==> config.mk <==
export PLATFORM = sky130hd
export DESIGN_NAME = cc_delay_sequencer_flat
export DESIGN_NICKNAME = d
export VERILOG_FILES = /design/src/rtl/cc_delay_sequencer_if.sv /design/src/rtl/cc_delay_sequencer.sv /design/src/flat_wrapper.sv
export SDC_FILE = /design/constraint.sdc
export NUM_CORES = 1
export LEC_CHECK = 0
export CORE_MARGIN = 3
export CORE_UTILIZATION = 46
export CTS_CLUSTER_DIAMETER = 50
export CTS_CLUSTER_SIZE = 10
export DETAILED_ROUTE_END_ITERATION = 7
export GPL_TIMING_DRIVEN = 1
export PLACE_DENSITY = 0.82
export SLEW_MARGIN = 20
export SYNTH_ARGS = -nofsm -noshare
export SYNTH_HDL_FRONTEND = slang
export SYNTH_SLANG_ARGS = --single-unit
export TNS_END_PERCENT = 100
==> constraint.sdc <==
create_clock -name CC_DELAY_SEQ_CLOCK_50 -period 2.78 [get_ports CC_DELAY_SEQ_CLOCK_50]
set_input_delay 0.556 -clock CC_DELAY_SEQ_CLOCK_50 [delete_from_list [all_inputs] [get_ports CC_DELAY_SEQ_CLOCK_50]]
set_output_delay 0.556 -clock CC_DELAY_SEQ_CLOCK_50 [all_outputs]
set_load 0.05 [all_outputs]
==> src/rtl/cc_delay_sequencer_if.sv <==
// Handshake bundle for cc_delay_sequencer: upstream word/delay/valid, downstream valid/ready, busy status.
// slave is the sequencer's view; master is the view of whatever drives and observes it.
interface cc_delay_sequencer_if #(
  parameter int DATAWIDTH_BUS = 8,
  parameter int DELAYWIDTH    = 4
);
  logic [DATAWIDTH_BUS-1:0] CC_DELAY_SEQ_Data_inBus;
  logic [DELAYWIDTH-1:0]    CC_DELAY_SEQ_Cycles_inBus;
  logic                     CC_DELAY_SEQ_Valid_In;
  logic                     CC_DELAY_SEQ_Ready_Out;
  logic [DATAWIDTH_BUS-1:0] CC_DELAY_SEQ_Data_outBus;
  logic                     CC_DELAY_SEQ_Valid_Out;
  logic                     CC_DELAY_SEQ_Ready_In;
  logic                     CC_DELAY_SEQ_Busy_Out;

  modport slave (
    input  CC_DELAY_SEQ_Data_inBus,
    input  CC_DELAY_SEQ_Cycles_inBus,
    input  CC_DELAY_SEQ_Valid_In,
    output CC_DELAY_SEQ_Ready_Out,
    output CC_DELAY_SEQ_Data_outBus,
    output CC_DELAY_SEQ_Valid_Out,
    input  CC_DELAY_SEQ_Ready_In,
    output CC_DELAY_SEQ_Busy_Out
  );

  modport master (
    output CC_DELAY_SEQ_Data_inBus,
    output CC_DELAY_SEQ_Cycles_inBus,
    output CC_DELAY_SEQ_Valid_In,
    input  CC_DELAY_SEQ_Ready_Out,
    input  CC_DELAY_SEQ_Data_outBus,
    input  CC_DELAY_SEQ_Valid_Out,
    output CC_DELAY_SEQ_Ready_In,
    input  CC_DELAY_SEQ_Busy_Out
  );
endinterface

==> src/rtl/cc_delay_sequencer.sv <==
// Single-slot programmable delay: holds one accepted word for N extra cycles, then offers it downstream.
// Define CC_DELAY_SEQ_CNT_EN to add a saturating 8-bit handoff counter output.
module cc_delay_sequencer #(
  parameter int DATAWIDTH_BUS = 8,
  parameter int DELAYWIDTH    = 4
) (
  input  logic                CC_DELAY_SEQ_CLOCK_50,
  input  logic                CC_DELAY_SEQ_RESET_InHigh,
  input  logic                CC_DELAY_SEQ_Flush_In,
  cc_delay_sequencer_if.slave bus
`ifdef CC_DELAY_SEQ_CNT_EN
  ,
  output logic [7:0]          CC_DELAY_SEQ_Count_outBus
`endif
);

  typedef enum logic [1:0] {
    IDLE = 2'd0,
    WAIT = 2'd1,
    OUT  = 2'd2
  } state_t;

  state_t                   state;
  logic [DELAYWIDTH-1:0]    counter;
  logic [DATAWIDTH_BUS-1:0] data_q;
  logic                     valid_q;
  logic                     busy_q;
  logic                     ready;
  logic                     accept;
  logic                     handoff;

  // In OUT a new word may only enter in the same cycle the held one leaves.
  assign ready   = !CC_DELAY_SEQ_RESET_InHigh && !CC_DELAY_SEQ_Flush_In &&
                   ((state == IDLE) || ((state == OUT) && bus.CC_DELAY_SEQ_Ready_In));
  assign accept  = bus.CC_DELAY_SEQ_Valid_In && ready;
  assign handoff = valid_q && bus.CC_DELAY_SEQ_Ready_In;

  assign bus.CC_DELAY_SEQ_Ready_Out   = ready;
  assign bus.CC_DELAY_SEQ_Data_outBus = data_q;
  assign bus.CC_DELAY_SEQ_Valid_Out   = valid_q;
  assign bus.CC_DELAY_SEQ_Busy_Out    = busy_q;

  always_ff @(posedge CC_DELAY_SEQ_CLOCK_50) begin
    if (CC_DELAY_SEQ_RESET_InHigh) begin
      state   <= IDLE;
      counter <= '0;
      data_q  <= '0;
      valid_q <= 1'b0;
      busy_q  <= 1'b0;
    end else if (CC_DELAY_SEQ_Flush_In) begin
      state   <= IDLE;
      counter <= '0;
      valid_q <= 1'b0;
      busy_q  <= 1'b0;
    end else begin
      case (state)
        IDLE: begin
          if (accept) begin
            data_q  <= bus.CC_DELAY_SEQ_Data_inBus;
            counter <= bus.CC_DELAY_SEQ_Cycles_inBus;
            state   <= WAIT;
            busy_q  <= 1'b1;
          end
        end
        WAIT: begin
          // Counter only moves while nonzero, so it can never wrap.
          if (counter == '0) begin
            state   <= OUT;
            valid_q <= 1'b1;
          end else begin
            counter <= counter - DELAYWIDTH'(1);
          end
        end
        OUT: begin
          if (handoff) begin
            valid_q <= 1'b0;
            if (accept) begin
              data_q  <= bus.CC_DELAY_SEQ_Data_inBus;
              counter <= bus.CC_DELAY_SEQ_Cycles_inBus;
              state   <= WAIT;
            end else begin
              state  <= IDLE;
              busy_q <= 1'b0;
            end
          end
        end
        default: begin
          state   <= IDLE;
          valid_q <= 1'b0;
          busy_q  <= 1'b0;
        end
      endcase
    end
  end

`ifdef CC_DELAY_SEQ_CNT_EN
  logic [7:0] handoff_count;

  // Survives flush on purpose; only reset clears the statistic.
  always_ff @(posedge CC_DELAY_SEQ_CLOCK_50) begin
    if (CC_DELAY_SEQ_RESET_InHigh) begin
      handoff_count <= 8'd0;
    end else if (handoff && (handoff_count != 8'hFF)) begin
      handoff_count <= handoff_count + 8'd1;
    end
  end

  assign CC_DELAY_SEQ_Count_outBus = handoff_count;
`endif

endmodule

==> src/flat_wrapper.sv <==
// flat-port wrapper written by rule: the top's interface ports become plain ports
module cc_delay_sequencer_flat 
#(
  parameter int DATAWIDTH_BUS = 8,
  parameter int DELAYWIDTH    = 4
)
  (CC_DELAY_SEQ_CLOCK_50, CC_DELAY_SEQ_RESET_InHigh, CC_DELAY_SEQ_Flush_In, bus_CC_DELAY_SEQ_Data_inBus, bus_CC_DELAY_SEQ_Cycles_inBus, bus_CC_DELAY_SEQ_Valid_In, bus_CC_DELAY_SEQ_Ready_Out, bus_CC_DELAY_SEQ_Data_outBus, bus_CC_DELAY_SEQ_Valid_Out, bus_CC_DELAY_SEQ_Ready_In, bus_CC_DELAY_SEQ_Busy_Out);
  cc_delay_sequencer_if #(.DATAWIDTH_BUS(DATAWIDTH_BUS), .DELAYWIDTH(DELAYWIDTH)) bus_i ();
  input  logic CC_DELAY_SEQ_CLOCK_50;
  input  logic CC_DELAY_SEQ_RESET_InHigh;
  input  logic CC_DELAY_SEQ_Flush_In;
  input wire logic [$bits(bus_i.CC_DELAY_SEQ_Data_inBus)-1:0] bus_CC_DELAY_SEQ_Data_inBus;
  input wire logic [$bits(bus_i.CC_DELAY_SEQ_Cycles_inBus)-1:0] bus_CC_DELAY_SEQ_Cycles_inBus;
  input wire logic [$bits(bus_i.CC_DELAY_SEQ_Valid_In)-1:0] bus_CC_DELAY_SEQ_Valid_In;
  output wire logic [$bits(bus_i.CC_DELAY_SEQ_Ready_Out)-1:0] bus_CC_DELAY_SEQ_Ready_Out;
  output wire logic [$bits(bus_i.CC_DELAY_SEQ_Data_outBus)-1:0] bus_CC_DELAY_SEQ_Data_outBus;
  output wire logic [$bits(bus_i.CC_DELAY_SEQ_Valid_Out)-1:0] bus_CC_DELAY_SEQ_Valid_Out;
  input wire logic [$bits(bus_i.CC_DELAY_SEQ_Ready_In)-1:0] bus_CC_DELAY_SEQ_Ready_In;
  output wire logic [$bits(bus_i.CC_DELAY_SEQ_Busy_Out)-1:0] bus_CC_DELAY_SEQ_Busy_Out;
  assign bus_i.CC_DELAY_SEQ_Data_inBus = bus_CC_DELAY_SEQ_Data_inBus;
  assign bus_i.CC_DELAY_SEQ_Cycles_inBus = bus_CC_DELAY_SEQ_Cycles_inBus;
  assign bus_i.CC_DELAY_SEQ_Valid_In = bus_CC_DELAY_SEQ_Valid_In;
  assign bus_CC_DELAY_SEQ_Ready_Out = bus_i.CC_DELAY_SEQ_Ready_Out;
  assign bus_CC_DELAY_SEQ_Data_outBus = bus_i.CC_DELAY_SEQ_Data_outBus;
  assign bus_CC_DELAY_SEQ_Valid_Out = bus_i.CC_DELAY_SEQ_Valid_Out;
  assign bus_i.CC_DELAY_SEQ_Ready_In = bus_CC_DELAY_SEQ_Ready_In;
  assign bus_CC_DELAY_SEQ_Busy_Out = bus_i.CC_DELAY_SEQ_Busy_Out;
  cc_delay_sequencer #(.DATAWIDTH_BUS(DATAWIDTH_BUS), .DELAYWIDTH(DELAYWIDTH)) u_core (.CC_DELAY_SEQ_CLOCK_50(CC_DELAY_SEQ_CLOCK_50), .CC_DELAY_SEQ_RESET_InHigh(CC_DELAY_SEQ_RESET_InHigh), .CC_DELAY_SEQ_Flush_In(CC_DELAY_SEQ_Flush_In), .bus(bus_i));
endmodule
==> results of run 1 <==
## power groups by stage
stage | Clock (W) | Sequential, W | Combinational (W)
6_report | 0.000155 | 0.000240 | 0.0000892
2_1_floorplan | 0 | 0.000260 | 0.0000326
4_1_cts | 0.000158 | 0.000240 | 0.0000899
3_5_place_dp | 0 | 0.000245 | 0.0000895
5_1_grt | 0.000164 | 0.000241 | 0.0000954
3_3_place_gp | 0 | 0.000245 | 0.0000882
## layer usage
layer / track usage [%] / part of all wire, % / wire (um) / vias up
li1: - / - / - / 367
met1: 26.0 / 42 / 774 / 347
met2: 28.2 / 48 / 889 / 34
met3: 5.36 / 9.2 / 170 / 3
met4: 6.63 / 1.0 / 19 / 0
met5: 0 / 0 / 0 / -
## worst min path at each step
| stage | start | to | slack [ns] | cells past startpoint |
|---|---|---|---|---|
| finish | u_core.bus.CC_DELAY_SEQ_Data_outBus[3] | u_core.bus.CC_DELAY_SEQ_Data_outBus[3] | 0.51 | 2 |
| detailed placement | u_core.bus.CC_DELAY_SEQ_Data_outBus[7] | u_core.bus.CC_DELAY_SEQ_Data_outBus[7] | 0.49 | 2 |
| global placement | u_core.bus.CC_DELAY_SEQ_Data_outBus[7] | u_core.bus.CC_DELAY_SEQ_Data_outBus[7] | 0.48 | 2 |
| global route | u_core.counter[1] | u_core.counter[1] | 0.53 | 2 |
| floorplan | u_core.counter[1] | u_core.counter[1] | 0.46 | 2 |
| CTS | u_core.counter[3] | u_core.counter[3] | 0.51 | 2 |
## sequential cells by signal (all words and copies together), names as in the netlist
signal and cells:
u_core.bus.CC_DELAY_SEQ_Data_outBus 8, u_core.bus.CC_DELAY_SEQ_Busy_Out 1, u_core.counter 4, u_core.state 2, u_core.bus.CC_DELAY_SEQ_Valid_Out 1
## worst max-delay path: stages
cell                              delay, ns
sky130_fd_sc_hd__clkdlybuf4s50_1       0.43
sky130_fd_sc_hd__or2_2                 0.40
sky130_fd_sc_hd__nor3_2                0.25
sky130_fd_sc_hd__buf_12                0.17
## synth_stat cells
master	count
sky130_fd_sc_hd__clkbuf_1	1
sky130_fd_sc_hd__nand2b_1	1
sky130_fd_sc_hd__nor2b_1	2
sky130_fd_sc_hd__mux2i_1	9
sky130_fd_sc_hd__o211ai_1	1
sky130_fd_sc_hd__buf_6	1
sky130_fd_sc_hd__nor3b_1	2
sky130_fd_sc_hd__buf_2	3
sky130_fd_sc_hd__nand3_1	1
sky130_fd_sc_hd__nand4b_1	1
sky130_fd_sc_hd__or2_2	1
sky130_fd_sc_hd__a2111o_1	1
sky130_fd_sc_hd__o21ai_0	3
sky130_fd_sc_hd__inv_1	6
sky130_fd_sc_hd__o32ai_1	1
sky130_fd_sc_hd__o32a_1	1
sky130_fd_sc_hd__nor3_1	5
sky130_fd_sc_hd__a32oi_1	1
sky130_fd_sc_hd__or3b_4	1
sky130_fd_sc_hd__o31ai_1	2
sky130_fd_sc_hd__nor2_1	12
sky130_fd_sc_hd__nand2_1	7
sky130_fd_sc_hd__ha_1	1
sky130_fd_sc_hd__nor4_1	2
sky130_fd_sc_hd__a31oi_1	1
sky130_fd_sc_hd__a21oi_1	4
sky130_fd_sc_hd__a211oi_4	1
sky130_fd_sc_hd__dfxtp_1	16
## cell families after synthesis
| logic type | after synthesis |
|---|---|
| and+or+nand+nor | 35 |
| AOI/OAI and AO/OA | 16 |
| DFF | 16 |
| buffers and inverters | 11 |
| muxes | 9 |
| adders and majority gates | 1 |
## cell type report
type | count | area, um^2
multi-input cells | 61 | 404
fillers | 135 | 443
repair buffers | 29 | 295
flip-flops and latches | 16 | 320
clock buffers | 4 | 36.3
inverters | 6 | 22.5
well taps | 16 | 20.0
## layout by cell type, fill, tap and decap left out, drive strengths merged
master,count
mux2i,9
nor2b,2
nor4,2
clkdlybuf4s50,26
ha,1
a31oi,1
a32oi,1
nor3,5
clkbuf,4
nand4b,1
inv,6
buf,3
nor3b,2
nand2,7
o211ai,1
o21ai,3
o32a,1
nand2b,1
or2,1
dfxtp,16
nand3,1
a211oi,1
o32ai,1
a21oi,4
o31ai,2
or3b,1
nor2,12
a2111o,1
## stage by stage
stage	instances	setup slack, ns	instance area, um^2	total power (W)	hold slack [ns]
2_1_floorplan	88	0.410	777	0.000292	0.465
5_1_grt	132	0.361	1100	0.000500	0.528
6_report	132	0.414	1100	0.000484	0.506
4_1_cts	132	0.404	1100	0.000487	0.510
3_5_place_dp	128	0.362	1060	0.000334	0.489
3_3_place_gp	128	0.399	1060	0.000333	0.482
==> flow_results.xml, run 1 <==
<?xml version="1.0" encoding="UTF-8"?>
<metrics>
  <group name="global_route">
    <metric name="first_global_vias" unit="">663</metric>
    <metric name="grt_first_pass_wirelength" unit="mm">2.98</metric>
    <metric name="grt_overflow_total" unit="">0</metric>
    <metric name="grt_util_all_layers" unit="%">18.9</metric>
    <metric name="grt_start_max_net_pins" unit="">12</metric>
    <metric name="antenna_violations_before_repair" unit="">0</metric>
  </group>
  <group name="critical_path">
    <metric name="setup.worst_path.end_class" unit="">output pin</metric>
    <metric name="endpoint_arrival_time_on_the_critical_path" unit="ns">1.81</metric>
    <metric name="worst_r2r_path_depth" unit="">6</metric>
    <metric name="r2r_end" unit="">u_core.counter[1]</metric>
    <metric name="regToRegStartpoint" unit="">u_core.counter[0]</metric>
    <metric name="cp_data_required_time" unit="ns">2.22</metric>
    <metric name="worst_setup_path_start_kind" unit="">input pin</metric>
    <metric name="timing.setup.critical_path_class" unit="">input pin to output pin</metric>
    <metric name="critPathCapture" unit="">bus_CC_DELAY_SEQ_Ready_Out</metric>
    <metric name="crit_fanout" unit="">8</metric>
    <metric name="cp-startpoint" unit="">CC_DELAY_SEQ_Flush_In</metric>
    <metric name="flop_to_flop_setup_slack" unit="ns">0.83</metric>
  </group>
  <group name="cts">
    <metric name="clockRootBuffer" unit="">sky130_fd_sc_hd__clkbuf_4</metric>
    <metric name="tritoncts_num_sinks" unit="">16</metric>
    <metric name="post-cts-setup-buffers" unit="">0</metric>
    <metric name="clk_latency" unit="ns">0.29</metric>
    <metric name="cts_max_path_buffers" unit="">2</metric>
    <metric name="cts_tree" unit="">done</metric>
    <metric name="worst_setup_hold_path_clk_slew" unit="ns">0.10</metric>
    <metric name="cts_buffer_count" unit="">3</metric>
    <metric name="clock_tree.htree_level_count" unit="">1</metric>
    <metric name="cts_repair_resize_count" unit="">0</metric>
    <metric name="post_cts_hold_buffer_count" unit="">0</metric>
  </group>
  <group name="routing">
    <metric name="via_per_inst" unit="">5.69</metric>
    <metric name="wire_per_inst" unit="um">14.0</metric>
    <metric name="detailroute.via_count" unit="">751</metric>
    <metric name="drc_errors" unit="">0</metric>
    <metric name="routed_wl" unit="mm">1.85</metric>
    <metric name="ant_nets" unit="">0</metric>
    <metric name="drt_iter0_markers" unit="">22</metric>
    <metric name="drt_pass1_iterations" unit="">6</metric>
  </group>
  <group name="sta">
    <metric name="period_share" unit="%">85.1</metric>
    <metric name="timing.final.crit_period" unit="ns">2.37</metric>
    <metric name="setup_viol_count_final" unit="">0</metric>
    <metric name="fmax" unit="MHz">423</metric>
    <metric name="finalMaxSlewViolations" unit="">0</metric>
    <metric name="slew-limit-headroom" unit="%">60.8</metric>
    <metric name="setup-tns-final" unit="ns">0</metric>
    <metric name="timing.final.hold_violations" unit="">0</metric>
    <metric name="grt_setup_unrepaired" unit="">false</metric>
    <metric name="worst-slew-pin-transition" unit="ns">0.584</metric>
    <metric name="final.setup_skew" unit="ns">0.00795</metric>
  </group>
  <group name="power">
    <metric name="internal-power" unit="W">0.000360</metric>
    <metric name="power.share.sequential" unit="%">49.6</metric>
    <metric name="switching_share" unit="%">25.7</metric>
    <metric name="share_of_power_burned_in_combinational_logic" unit="%">18.4</metric>
    <metric name="power_leakage" unit="nW">0.381</metric>
    <metric name="p_sw" unit="W">0.000124</metric>
    <metric name="irDropWorstVdd" unit="V">0.000295</metric>
    <metric name="cellPowerDensity" unit="mW/mm^2">440</metric>
    <metric name="power.clock.fraction" unit="%">32.0</metric>
  </group>
  <group name="synth">
    <metric name="synth_top_family_by_area" unit="">simple AND/OR/NAND/NOR gates</metric>
    <metric name="seq_area_frac_synth" unit="%">41.5</metric>
    <metric name="yosysTopAreaCellShare" unit="%">41.5</metric>
    <metric name="synth.area.top_cells" unit="">sky130_fd_sc_hd__dfxtp_1, sky130_fd_sc_hd__mux2i_1, sky130_fd_sc_hd__nor2_1, sky130_fd_sc_hd__nand2_1, sky130_fd_sc_hd__nor3_1</metric>
    <metric name="muxShareOfSynthArea" unit="%">11.7</metric>
    <metric name="synth_fa_ha_area_share" unit="%">1.62</metric>
    <metric name="synth_cells" unit="">88</metric>
    <metric name="synth-warning-count" unit="">0</metric>
    <metric name="syn-cell-area" unit="um^2">772</metric>
    <metric name="yosysUniqueCellTypes" unit="">28</metric>
    <metric name="yosys.area_share.xor_xnor" unit="%">0</metric>
    <metric name="synth_simple_gate_area_share" unit="%">22.5</metric>
    <metric name="synth_compound_area_share" unit="%">15.9</metric>
    <metric name="postSynthRegisterBits" unit="">16</metric>
    <metric name="synthesized_nets" unit="">106</metric>
    <metric name="synth.avg_cell_area" unit="um^2">8.77</metric>
    <metric name="yosysTopAreaCell" unit="">sky130_fd_sc_hd__dfxtp_1</metric>
  </group>
  <group name="floorplanning">
    <metric name="start_util" unit="%">50.1</metric>
    <metric name="dieWidth" unit="um">47.0</metric>
    <metric name="coreArea" unit="mm^2">0.00154</metric>
    <metric name="placementRows" unit="">14</metric>
    <metric name="boundaryPins" unit="">28</metric>
    <metric name="die_h" unit="um">47.0</metric>
    <metric name="dieArea" unit="mm^2">0.00221</metric>
  </group>
  <group name="place">
    <metric name="gp_congestion" unit="">0.903</metric>
    <metric name="hpwlAfterDp" unit="mm">1.42</metric>
    <metric name="port_buffers" unit="">27</metric>
  </group>
  <group name="layout">
    <metric name="postLayoutCoreUtil" unit="%">71.3</metric>
    <metric name="inserted_diodes" unit="">0</metric>
    <metric name="layout-drive-gt1-share" unit="%">9.48</metric>
    <metric name="layout.nets" unit="">135</metric>
    <metric name="area_delta_synth_final" unit="%">42.3</metric>
  </group>
  <group name="outcome">
    <metric name="outcome" unit="">finished clean</metric>
  </group>
  <group name="hold_path">
    <metric name="hp-class" unit="">flip-flop to flip-flop</metric>
  </group>
  <group name="job">
    <metric name="maxCapViolCount" unit="">0</metric>
  </group>
</metrics>
(Power assumes the default switching activity.)
==> run 2, diff against run 1 <==
--- a/config.mk
+++ b/config.mk
@@ -5,13 +5,14 @@
 export SDC_FILE = /design/constraint.sdc
 export NUM_CORES = 1
 export LEC_CHECK = 0
+export CORE_ASPECT_RATIO = 1.4
 export CORE_MARGIN = 3
-export CORE_UTILIZATION = 46
+export CORE_UTILIZATION = 42
 export CTS_CLUSTER_DIAMETER = 50
 export CTS_CLUSTER_SIZE = 10
 export DETAILED_ROUTE_END_ITERATION = 7
 export GPL_TIMING_DRIVEN = 1
-export PLACE_DENSITY = 0.82
+export PLACE_DENSITY = 0.76
 export SLEW_MARGIN = 20
 export SYNTH_ARGS = -nofsm -noshare
 export SYNTH_HDL_FRONTEND = slang
==> constraint.sdc (replaced) <==
create_clock -name CC_DELAY_SEQ_CLOCK_50 -period 2.2 [get_ports CC_DELAY_SEQ_CLOCK_50]
set_input_delay 0.44 -clock CC_DELAY_SEQ_CLOCK_50 [delete_from_list [all_inputs] [get_ports CC_DELAY_SEQ_CLOCK_50]]
set_output_delay 0.44 -clock CC_DELAY_SEQ_CLOCK_50 [all_outputs]
set_load 0.05 [all_outputs]
==> run 2 against run 1 <==
Clock power increased by 25%. Hold slack improved by 0.00075 ns. Routed wire length decreased by 1.7%. Final area increased by 2.8%. Count of clock-buffer cells in the layout unchanged. Core utilization decreased by 3.2 points. Non-clock buffer count increased by 2. Via count decreased by 4.5%. Final cell count increased by 3.8%. Flip-flop and latch count unchanged. Sequential share of layout area decreased by 0.81 points. First-iteration DRC count decreased by 73%.
==> flow_results.xml, run 2 (synthesis gave the netlist of run 1 again) <==
<?xml version="1.0" encoding="UTF-8"?>
<metrics>
  <group name="cts">
    <metric name="clk_latency" unit="ns">0.28</metric>
    <metric name="tritoncts_num_sinks" unit="">16</metric>
    <metric name="clockRootBuffer" unit="">sky130_fd_sc_hd__clkbuf_4</metric>
    <metric name="post-cts-setup-buffers" unit="">0</metric>
    <metric name="cts_repair_resize_count" unit="">0</metric>
    <metric name="cts_tree" unit="">done</metric>
    <metric name="cts_max_path_buffers" unit="">2</metric>
    <metric name="cts_buffer_count" unit="">3</metric>
    <metric name="worst_setup_hold_path_clk_slew" unit="ns">0.09</metric>
    <metric name="post_cts_hold_buffer_count" unit="">0</metric>
    <metric name="clock_tree.htree_level_count" unit="">1</metric>
  </group>
  <group name="critical_path">
    <metric name="worst_path_dominant_cell_family" unit="">buffers and inverters</metric>
    <metric name="setup.worst_path.end_class" unit="">output pin</metric>
    <metric name="endpoint_arrival_time_on_the_critical_path" unit="ns">1.61</metric>
    <metric name="timing.setup.critical_path_class" unit="">input pin to output pin</metric>
    <metric name="crit_fanout" unit="">3</metric>
    <metric name="slowest_delay" unit="ns">0.44</metric>
    <metric name="worst_setup_path_start_kind" unit="">input pin</metric>
    <metric name="worstPathBufferInverterCount" unit="">2</metric>
    <metric name="timing.critical_path.cells" unit="">clkdlybuf4s50_1 &gt; or2_2 &gt; nor3_2 &gt; buf_12</metric>
    <metric name="cp_data_required_time" unit="ns">1.76</metric>
    <metric name="critical_path.slowest_cell" unit="">sky130_fd_sc_hd__clkdlybuf4s50_1</metric>
  </group>
  <group name="power">
    <metric name="p_sw" unit="W">0.000156</metric>
    <metric name="power.share.sequential" unit="%">49.3</metric>
    <metric name="power_leakage" unit="nW">0.394</metric>
    <metric name="switching_share" unit="%">25.4</metric>
    <metric name="cellPowerDensity" unit="mW/mm^2">544</metric>
    <metric name="report.power.total" unit="W">0.000614</metric>
    <metric name="irDropWorstVdd" unit="V">0.000396</metric>
    <metric name="internal-power" unit="W">0.000458</metric>
    <metric name="power.clock.fraction" unit="%">31.5</metric>
    <metric name="share_of_power_burned_in_combinational_logic" unit="%">19.1</metric>
  </group>
  <group name="place">
    <metric name="hpwlAfterDp" unit="mm">1.45</metric>
    <metric name="gp_congestion" unit="">0.717</metric>
    <metric name="port_buffers" unit="">27</metric>
  </group>
  <group name="global_route">
    <metric name="groute.layer.met3.usage" unit="%">2.88</metric>
    <metric name="grt_overflow_total" unit="">0</metric>
    <metric name="grt_first_pass_wirelength" unit="mm">3.22</metric>
    <metric name="antenna_violations_before_repair" unit="">0</metric>
    <metric name="grt_start_max_net_pins" unit="">12</metric>
    <metric name="most_used_routing_layer_in_global_routing" unit="">met2</metric>
    <metric name="grt_util_all_layers" unit="%">16.7</metric>
    <metric name="first_global_vias" unit="">796</metric>
    <metric name="grt_use_met2" unit="%">31.2</metric>
    <metric name="global_route.usage.met1" unit="%">18.4</metric>
  </group>
  <group name="layout">
    <metric name="final_common_cell" unit="">sky130_fd_sc_hd__clkdlybuf4s50_1</metric>
    <metric name="area_delta_synth_final" unit="%">46.4</metric>
    <metric name="final.fill_count" unit="">140</metric>
    <metric name="layout-drive-gt1-share" unit="%">11.0</metric>
    <metric name="layout.nets" unit="">137</metric>
    <metric name="largest_register_ffs" unit="">8</metric>
    <metric name="inserted_diodes" unit="">0</metric>
    <metric name="most_frequent_cells_in_the_layout" unit="">sky130_fd_sc_hd__clkdlybuf4s50_1, sky130_fd_sc_hd__dfxtp_1, sky130_fd_sc_hd__nor2_1</metric>
  </group>
  <group name="sta">
    <metric name="slew-limit-headroom" unit="%">59.5</metric>
    <metric name="fmax" unit="MHz">488</metric>
    <metric name="setup_viol_count_final" unit="">0</metric>
    <metric name="timing.final.hold_violations" unit="">0</metric>
    <metric name="finalMaxSlewViolations" unit="">0</metric>
    <metric name="period_share" unit="%">93.2</metric>
    <metric name="grt_setup_unrepaired" unit="">false</metric>
    <metric name="setup-tns-final" unit="ns">0</metric>
    <metric name="timing.final.crit_period" unit="ns">2.05</metric>
    <metric name="worst-slew-pin-transition" unit="ns">0.603</metric>
    <metric name="final.setup_skew" unit="ns">0.00112</metric>
  </group>
  <group name="job">
    <metric name="maxCapViolCount" unit="">0</metric>
  </group>
  <group name="routing">
    <metric name="ant_nets" unit="">0</metric>
    <metric name="drc_errors" unit="">0</metric>
    <metric name="drt_iter0_markers" unit="">6</metric>
    <metric name="drt_pass1_iterations" unit="">5</metric>
    <metric name="detailroute.via_count" unit="">717</metric>
    <metric name="routed_wl" unit="mm">1.82</metric>
    <metric name="via_per_inst" unit="">5.23</metric>
    <metric name="wire_per_inst" unit="um">13.3</metric>
  </group>
  <group name="floorplanning">
    <metric name="dieWidth" unit="um">42.2</metric>
    <metric name="die_h" unit="um">56.7</metric>
    <metric name="placementRows" unit="">17</metric>
    <metric name="coreArea" unit="mm^2">0.00166</metric>
    <metric name="boundaryPins" unit="">28</metric>
    <metric name="start_util" unit="%">46.5</metric>
    <metric name="dieArea" unit="mm^2">0.00240</metric>
  </group>
  <group name="outcome">
    <metric name="outcome" unit="">finished clean</metric>
  </group>
  <group name="hold_path">
    <metric name="hp-class" unit="">flip-flop to flip-flop</metric>
  </group>
</metrics>
-- run 2: worst reg2reg max path: cells and delay by family, from the launching register on --
family	cells	cell delay, ns
flip-flops	1	0.34
adder cells (fa/ha/maj)	1	0.19
AND/OR/NAND/NOR	3	1.02
buffers and inverters	1	0.09
multiplexers	1	0.28
-- run 2: power by group through the flow --
| stage | Clock [W] | Combinational, W | Sequential (W) |
|---|---|---|---|
| 2_1_floorplan | 0 | 0.0000413 | 0.000328 |
| 3_3_place_gp | 0 | 0.000116 | 0.000309 |
| 3_5_place_dp | 0 | 0.000118 | 0.000310 |
| 4_1_cts | 0.000197 | 0.000119 | 0.000303 |
| 5_1_grt | 0.000213 | 0.000125 | 0.000304 |
| 6_report | 0.000194 | 0.000118 | 0.000303 |
-- run 2: per-layer routing --
| metal | part of all wire, % | vias to the layer above |
|---|---|---|
| met5 | 0 | - |
| met4 | 0.88 | 0 |
| met3 | 4.6 | 2 |
| met2 | 54 | 23 |
| met1 | 40 | 323 |
| li1 | - | 369 |
-- run 2: area by class of cell --
class | count | area (um^2) | share of cell area, %
repair buffers | 31 | 323 | 28.6
inverters | 6 | 22.5 | 1.99
well taps | 19 | 23.8 | 2.10
multi-input cells | 61 | 404 | 35.8
flip-flops and latches | 16 | 320 | 28.4
clock buffers | 4 | 36.3 | 3.21
-- run 2: final timing paths --
kind / startpoint / end / slack [ns] / depth (start not counted)
worst max-delay path: CC_DELAY_SEQ_Flush_In / bus_CC_DELAY_SEQ_Ready_Out / 0.15 / 4
worst min-delay path: u_core.counter[3] / u_core.counter[3] / 0.51 / 2
worst max register to register: u_core.counter[0] / u_core.counter[1] / 0.22 / 6
worst min register to register: u_core.counter[3] / u_core.counter[3] / 0.51 / 2
-- run 2: through the flow --
| step | hold WS [ns] | setup slack (ns) | instances | instance area, um^2 | util (%) |
|---|---|---|---|---|---|
| 2_1_floorplan | 0.465 | 0.0616 | 88 | 777 | - |
| 3_3_place_gp | 0.477 | 0.118 | 133 | 1090 | 65.9 |
| 3_5_place_dp | 0.489 | 0.00944 | 133 | 1090 | 65.9 |
| 4_1_cts | 0.506 | 0.138 | 137 | 1130 | 68.1 |
| 5_1_grt | 0.536 | 0.0425 | 137 | 1130 | 68.1 |
| 6_report | 0.506 | 0.149 | 137 | 1130 | 68.1 |
==> run 3, diff against run 2 <==
--- a/config.mk
+++ b/config.mk
@@ -5,14 +5,13 @@
 export SDC_FILE = /design/constraint.sdc
 export NUM_CORES = 1
 export LEC_CHECK = 0
-export CORE_ASPECT_RATIO = 1.4
 export CORE_MARGIN = 3
-export CORE_UTILIZATION = 42
+export CORE_UTILIZATION = 46
 export CTS_CLUSTER_DIAMETER = 50
 export CTS_CLUSTER_SIZE = 10
 export DETAILED_ROUTE_END_ITERATION = 7
 export GPL_TIMING_DRIVEN = 1
-export PLACE_DENSITY = 0.76
+export PLACE_DENSITY = 0.82
 export SLEW_MARGIN = 20
 export SYNTH_ARGS = -nofsm -noshare
 export SYNTH_HDL_FRONTEND = slang
==> constraint.sdc (replaced) <==
create_clock -name CC_DELAY_SEQ_CLOCK_50 -period 2.7 [get_ports CC_DELAY_SEQ_CLOCK_50]
set_input_delay 0.54 -clock CC_DELAY_SEQ_CLOCK_50 [delete_from_list [all_inputs] [get_ports CC_DELAY_SEQ_CLOCK_50]]
set_output_delay 0.54 -clock CC_DELAY_SEQ_CLOCK_50 [all_outputs]
set_load 0.05 [all_outputs]
==> run 3 against run 2 <==
Register-to-register slack improved by 0.49 ns. Count of clock-buffer cells in the layout is the same. Worst setup slack better by 0.21 ns. Largest power group unchanged. Non-clock buffer count down 2. Hold slack better by 0.0051 ns. Clock skew up 0.0011 ns. Clock power is 18% lower. Critical endpoint unchanged.
==> flow_results.xml, run 3 (synthesis gave the netlist of run 1 again) <==
<?xml version="1.0" encoding="UTF-8"?>
<metrics>
  <group name="critical_path">
    <metric name="critical_path.slowest_cell" unit="">sky130_fd_sc_hd__clkdlybuf4s50_1</metric>
    <metric name="endpoint_arrival_time_on_the_critical_path" unit="ns">1.80</metric>
    <metric name="cp-startpoint" unit="">CC_DELAY_SEQ_Flush_In</metric>
    <metric name="worst_setup_path_start_kind" unit="">input pin</metric>
    <metric name="r2r_end" unit="">u_core.counter[2]</metric>
    <metric name="crit_fanout" unit="">8</metric>
    <metric name="setup.worst_path.end_class" unit="">output pin</metric>
    <metric name="worstPathBufferInverterCount" unit="">2</metric>
    <metric name="worst_path_dominant_cell_family" unit="">simple AND/OR/NAND/NOR gates</metric>
    <metric name="regToRegStartpoint" unit="">u_core.counter[0]</metric>
    <metric name="timing.setup.critical_path_class" unit="">input pin to output pin</metric>
    <metric name="cp_data_required_time" unit="ns">2.16</metric>
    <metric name="critPathCapture" unit="">bus_CC_DELAY_SEQ_Ready_Out</metric>
    <metric name="timing.critical_path.cells" unit="">clkdlybuf4s50_1 &gt; or2_2 &gt; nor3_2 &gt; buf_12</metric>
    <metric name="flop_to_flop_setup_slack" unit="ns">0.71</metric>
    <metric name="slowest_delay" unit="ns">0.44</metric>
    <metric name="worst_r2r_path_depth" unit="">6</metric>
    <metric name="worstSetupPathDepth" unit="">4</metric>
  </group>
  <group name="job">
    <metric name="maxCapViolCount" unit="">0</metric>
  </group>
  <group name="floorplanning">
    <metric name="start_util" unit="%">50.1</metric>
    <metric name="placementRows" unit="">14</metric>
    <metric name="boundaryPins" unit="">28</metric>
    <metric name="die_h" unit="um">47.0</metric>
    <metric name="dieWidth" unit="um">47.0</metric>
    <metric name="dieArea" unit="mm^2">0.00221</metric>
    <metric name="coreArea" unit="mm^2">0.00154</metric>
  </group>
  <group name="routing">
    <metric name="drt_pass1_iterations" unit="">4</metric>
    <metric name="drt_iter0_markers" unit="">19</metric>
    <metric name="drc_errors" unit="">0</metric>
    <metric name="detailroute.via_count" unit="">713</metric>
    <metric name="wire_per_inst" unit="um">14.3</metric>
    <metric name="via_per_inst" unit="">5.40</metric>
    <metric name="routed_wl" unit="mm">1.89</metric>
    <metric name="ant_nets" unit="">0</metric>
  </group>
  <group name="cts">
    <metric name="tritoncts_num_sinks" unit="">16</metric>
    <metric name="clk_latency" unit="ns">0.29</metric>
    <metric name="post-cts-setup-buffers" unit="">0</metric>
    <metric name="post_cts_hold_buffer_count" unit="">0</metric>
    <metric name="cts_repair_resize_count" unit="">0</metric>
    <metric name="cts_max_path_buffers" unit="">2</metric>
    <metric name="worst_setup_hold_path_clk_slew" unit="ns">0.09</metric>
    <metric name="cts_buffer_count" unit="">3</metric>
    <metric name="clock_tree.htree_level_count" unit="">1</metric>
    <metric name="clockRootBuffer" unit="">sky130_fd_sc_hd__clkbuf_4</metric>
    <metric name="cts_tree" unit="">done</metric>
  </group>
  <group name="sta">
    <metric name="grt_setup_unrepaired" unit="">false</metric>
    <metric name="setup_viol_count_final" unit="">0</metric>
    <metric name="setup-tns-final" unit="ns">0</metric>
    <metric name="final.setup_skew" unit="ns">0.00222</metric>
    <metric name="timing.final.crit_period" unit="ns">2.34</metric>
    <metric name="slew-limit-headroom" unit="%">59.9</metric>
    <metric name="timing.final.hold_violations" unit="">0</metric>
    <metric name="fmax" unit="MHz">427</metric>
    <metric name="worst-slew-pin-transition" unit="ns">0.597</metric>
    <metric name="finalMaxSlewViolations" unit="">0</metric>
    <metric name="period_share" unit="%">86.7</metric>
  </group>
  <group name="layout">
    <metric name="most_frequent_cells_in_the_layout" unit="">sky130_fd_sc_hd__clkdlybuf4s50_1, sky130_fd_sc_hd__dfxtp_1, sky130_fd_sc_hd__nor2_1</metric>
    <metric name="largest_register_ffs" unit="">8</metric>
    <metric name="layout.nets" unit="">135</metric>
    <metric name="postLayoutCoreUtil" unit="%">71.3</metric>
    <metric name="inserted_diodes" unit="">0</metric>
    <metric name="final_common_cell" unit="">sky130_fd_sc_hd__clkdlybuf4s50_1</metric>
    <metric name="area_delta_synth_final" unit="%">42.3</metric>
    <metric name="layout-drive-gt1-share" unit="%">9.48</metric>
  </group>
  <group name="hold_path">
    <metric name="hp-class" unit="">flip-flop to flip-flop</metric>
    <metric name="whs_path_depth" unit="">2</metric>
  </group>
  <group name="place">
    <metric name="gp_congestion" unit="">0.851</metric>
    <metric name="hpwlAfterDp" unit="mm">1.48</metric>
    <metric name="port_buffers" unit="">27</metric>
  </group>
  <group name="outcome">
    <metric name="outcome" unit="">finished clean</metric>
  </group>
  <group name="global_route">
    <metric name="grt_util_all_layers" unit="%">18.6</metric>
    <metric name="grt_start_max_net_pins" unit="">12</metric>
    <metric name="grt_overflow_total" unit="">0</metric>
    <metric name="grt_first_pass_wirelength" unit="mm">2.86</metric>
    <metric name="first_global_vias" unit="">652</metric>
    <metric name="antenna_violations_before_repair" unit="">0</metric>
  </group>
  <group name="power">
    <metric name="irDropWorstVdd" unit="V">0.000315</metric>
    <metric name="cellPowerDensity" unit="mW/mm^2">455</metric>
    <metric name="power_leakage" unit="nW">0.381</metric>
  </group>
</metrics>
## run 3: changes by cell type in the layout (fill, tap and decap cells not counted)
cell and change:
sky130_fd_sc_hd__buf_12 -1, sky130_fd_sc_hd__buf_4 -1
## run 3: worst min-delay path by stage
stage          slack [ns]                                      to                              startpoint
2_1_floorplan        0.46                       u_core.counter[1]                       u_core.counter[1]
3_3_place_gp         0.47  u_core.bus.CC_DELAY_SEQ_Data_outBus[6]  u_core.bus.CC_DELAY_SEQ_Data_outBus[6]
3_5_place_dp         0.49  u_core.bus.CC_DELAY_SEQ_Data_outBus[4]  u_core.bus.CC_DELAY_SEQ_Data_outBus[4]
4_1_cts              0.51  u_core.bus.CC_DELAY_SEQ_Data_outBus[4]  u_core.bus.CC_DELAY_SEQ_Data_outBus[4]
5_1_grt              0.54  u_core.bus.CC_DELAY_SEQ_Data_outBus[4]  u_core.bus.CC_DELAY_SEQ_Data_outBus[4]
6_report             0.51  u_core.bus.CC_DELAY_SEQ_Data_outBus[6]  u_core.bus.CC_DELAY_SEQ_Data_outBus[6]
## run 3: worst reg2reg max path, cell delays in order (launching register included)
cell and delay, ns:
sky130_fd_sc_hd__dfxtp_1 0.34, sky130_fd_sc_hd__inv_1 0.09, sky130_fd_sc_hd__ha_1 0.20, sky130_fd_sc_hd__nor3b_1 0.39, sky130_fd_sc_hd__nor2_1 0.14, sky130_fd_sc_hd__nor3_1 0.53
sky130_fd_sc_hd__o31ai_1 0.16
## run 3: area by class of cell
cell class / instances / area [um^2]
multi-input combinational: 61 / 404
inverter: 6 / 22.5
timing repair buffer: 29 / 295
fill: 129 / 443
sequential: 16 / 320
clock buffer: 4 / 36.3
tap: 16 / 20.0
## run 3: through the flow
stage | total power, W | area [um^2] | worst slack [ns] | cells | hold WS (ns)
6_report | 0.000500 | 1100 | 0.360 | 132 | 0.511
5_1_grt | 0.000513 | 1100 | 0.321 | 132 | 0.537
4_1_cts | 0.000503 | 1100 | 0.361 | 132 | 0.514
3_5_place_dp | 0.000345 | 1060 | 0.362 | 128 | 0.488
3_3_place_gp | 0.000342 | 1060 | 0.390 | 128 | 0.472
2_1_floorplan | 0.000301 | 777 | 0.362 | 88 | 0.465
## run 3: routing by layer
metal  track usage, %  routed length [um]
met4             7.18                  15
met3             6.13                 117
met5                0                   0
met2             29.5                 917
met1             23.4                 839
## run 3: power breakdown
group / internal, W / switching, W / total (W)
logic: 0.0000462 / 0.0000461 / 0.0000923
registers: 0.000242 / 0.00000521 / 0.000247
clock network: 0.0000822 / 0.0000782 / 0.000160
total: 0.000370 / 0.000129 / 0.000500
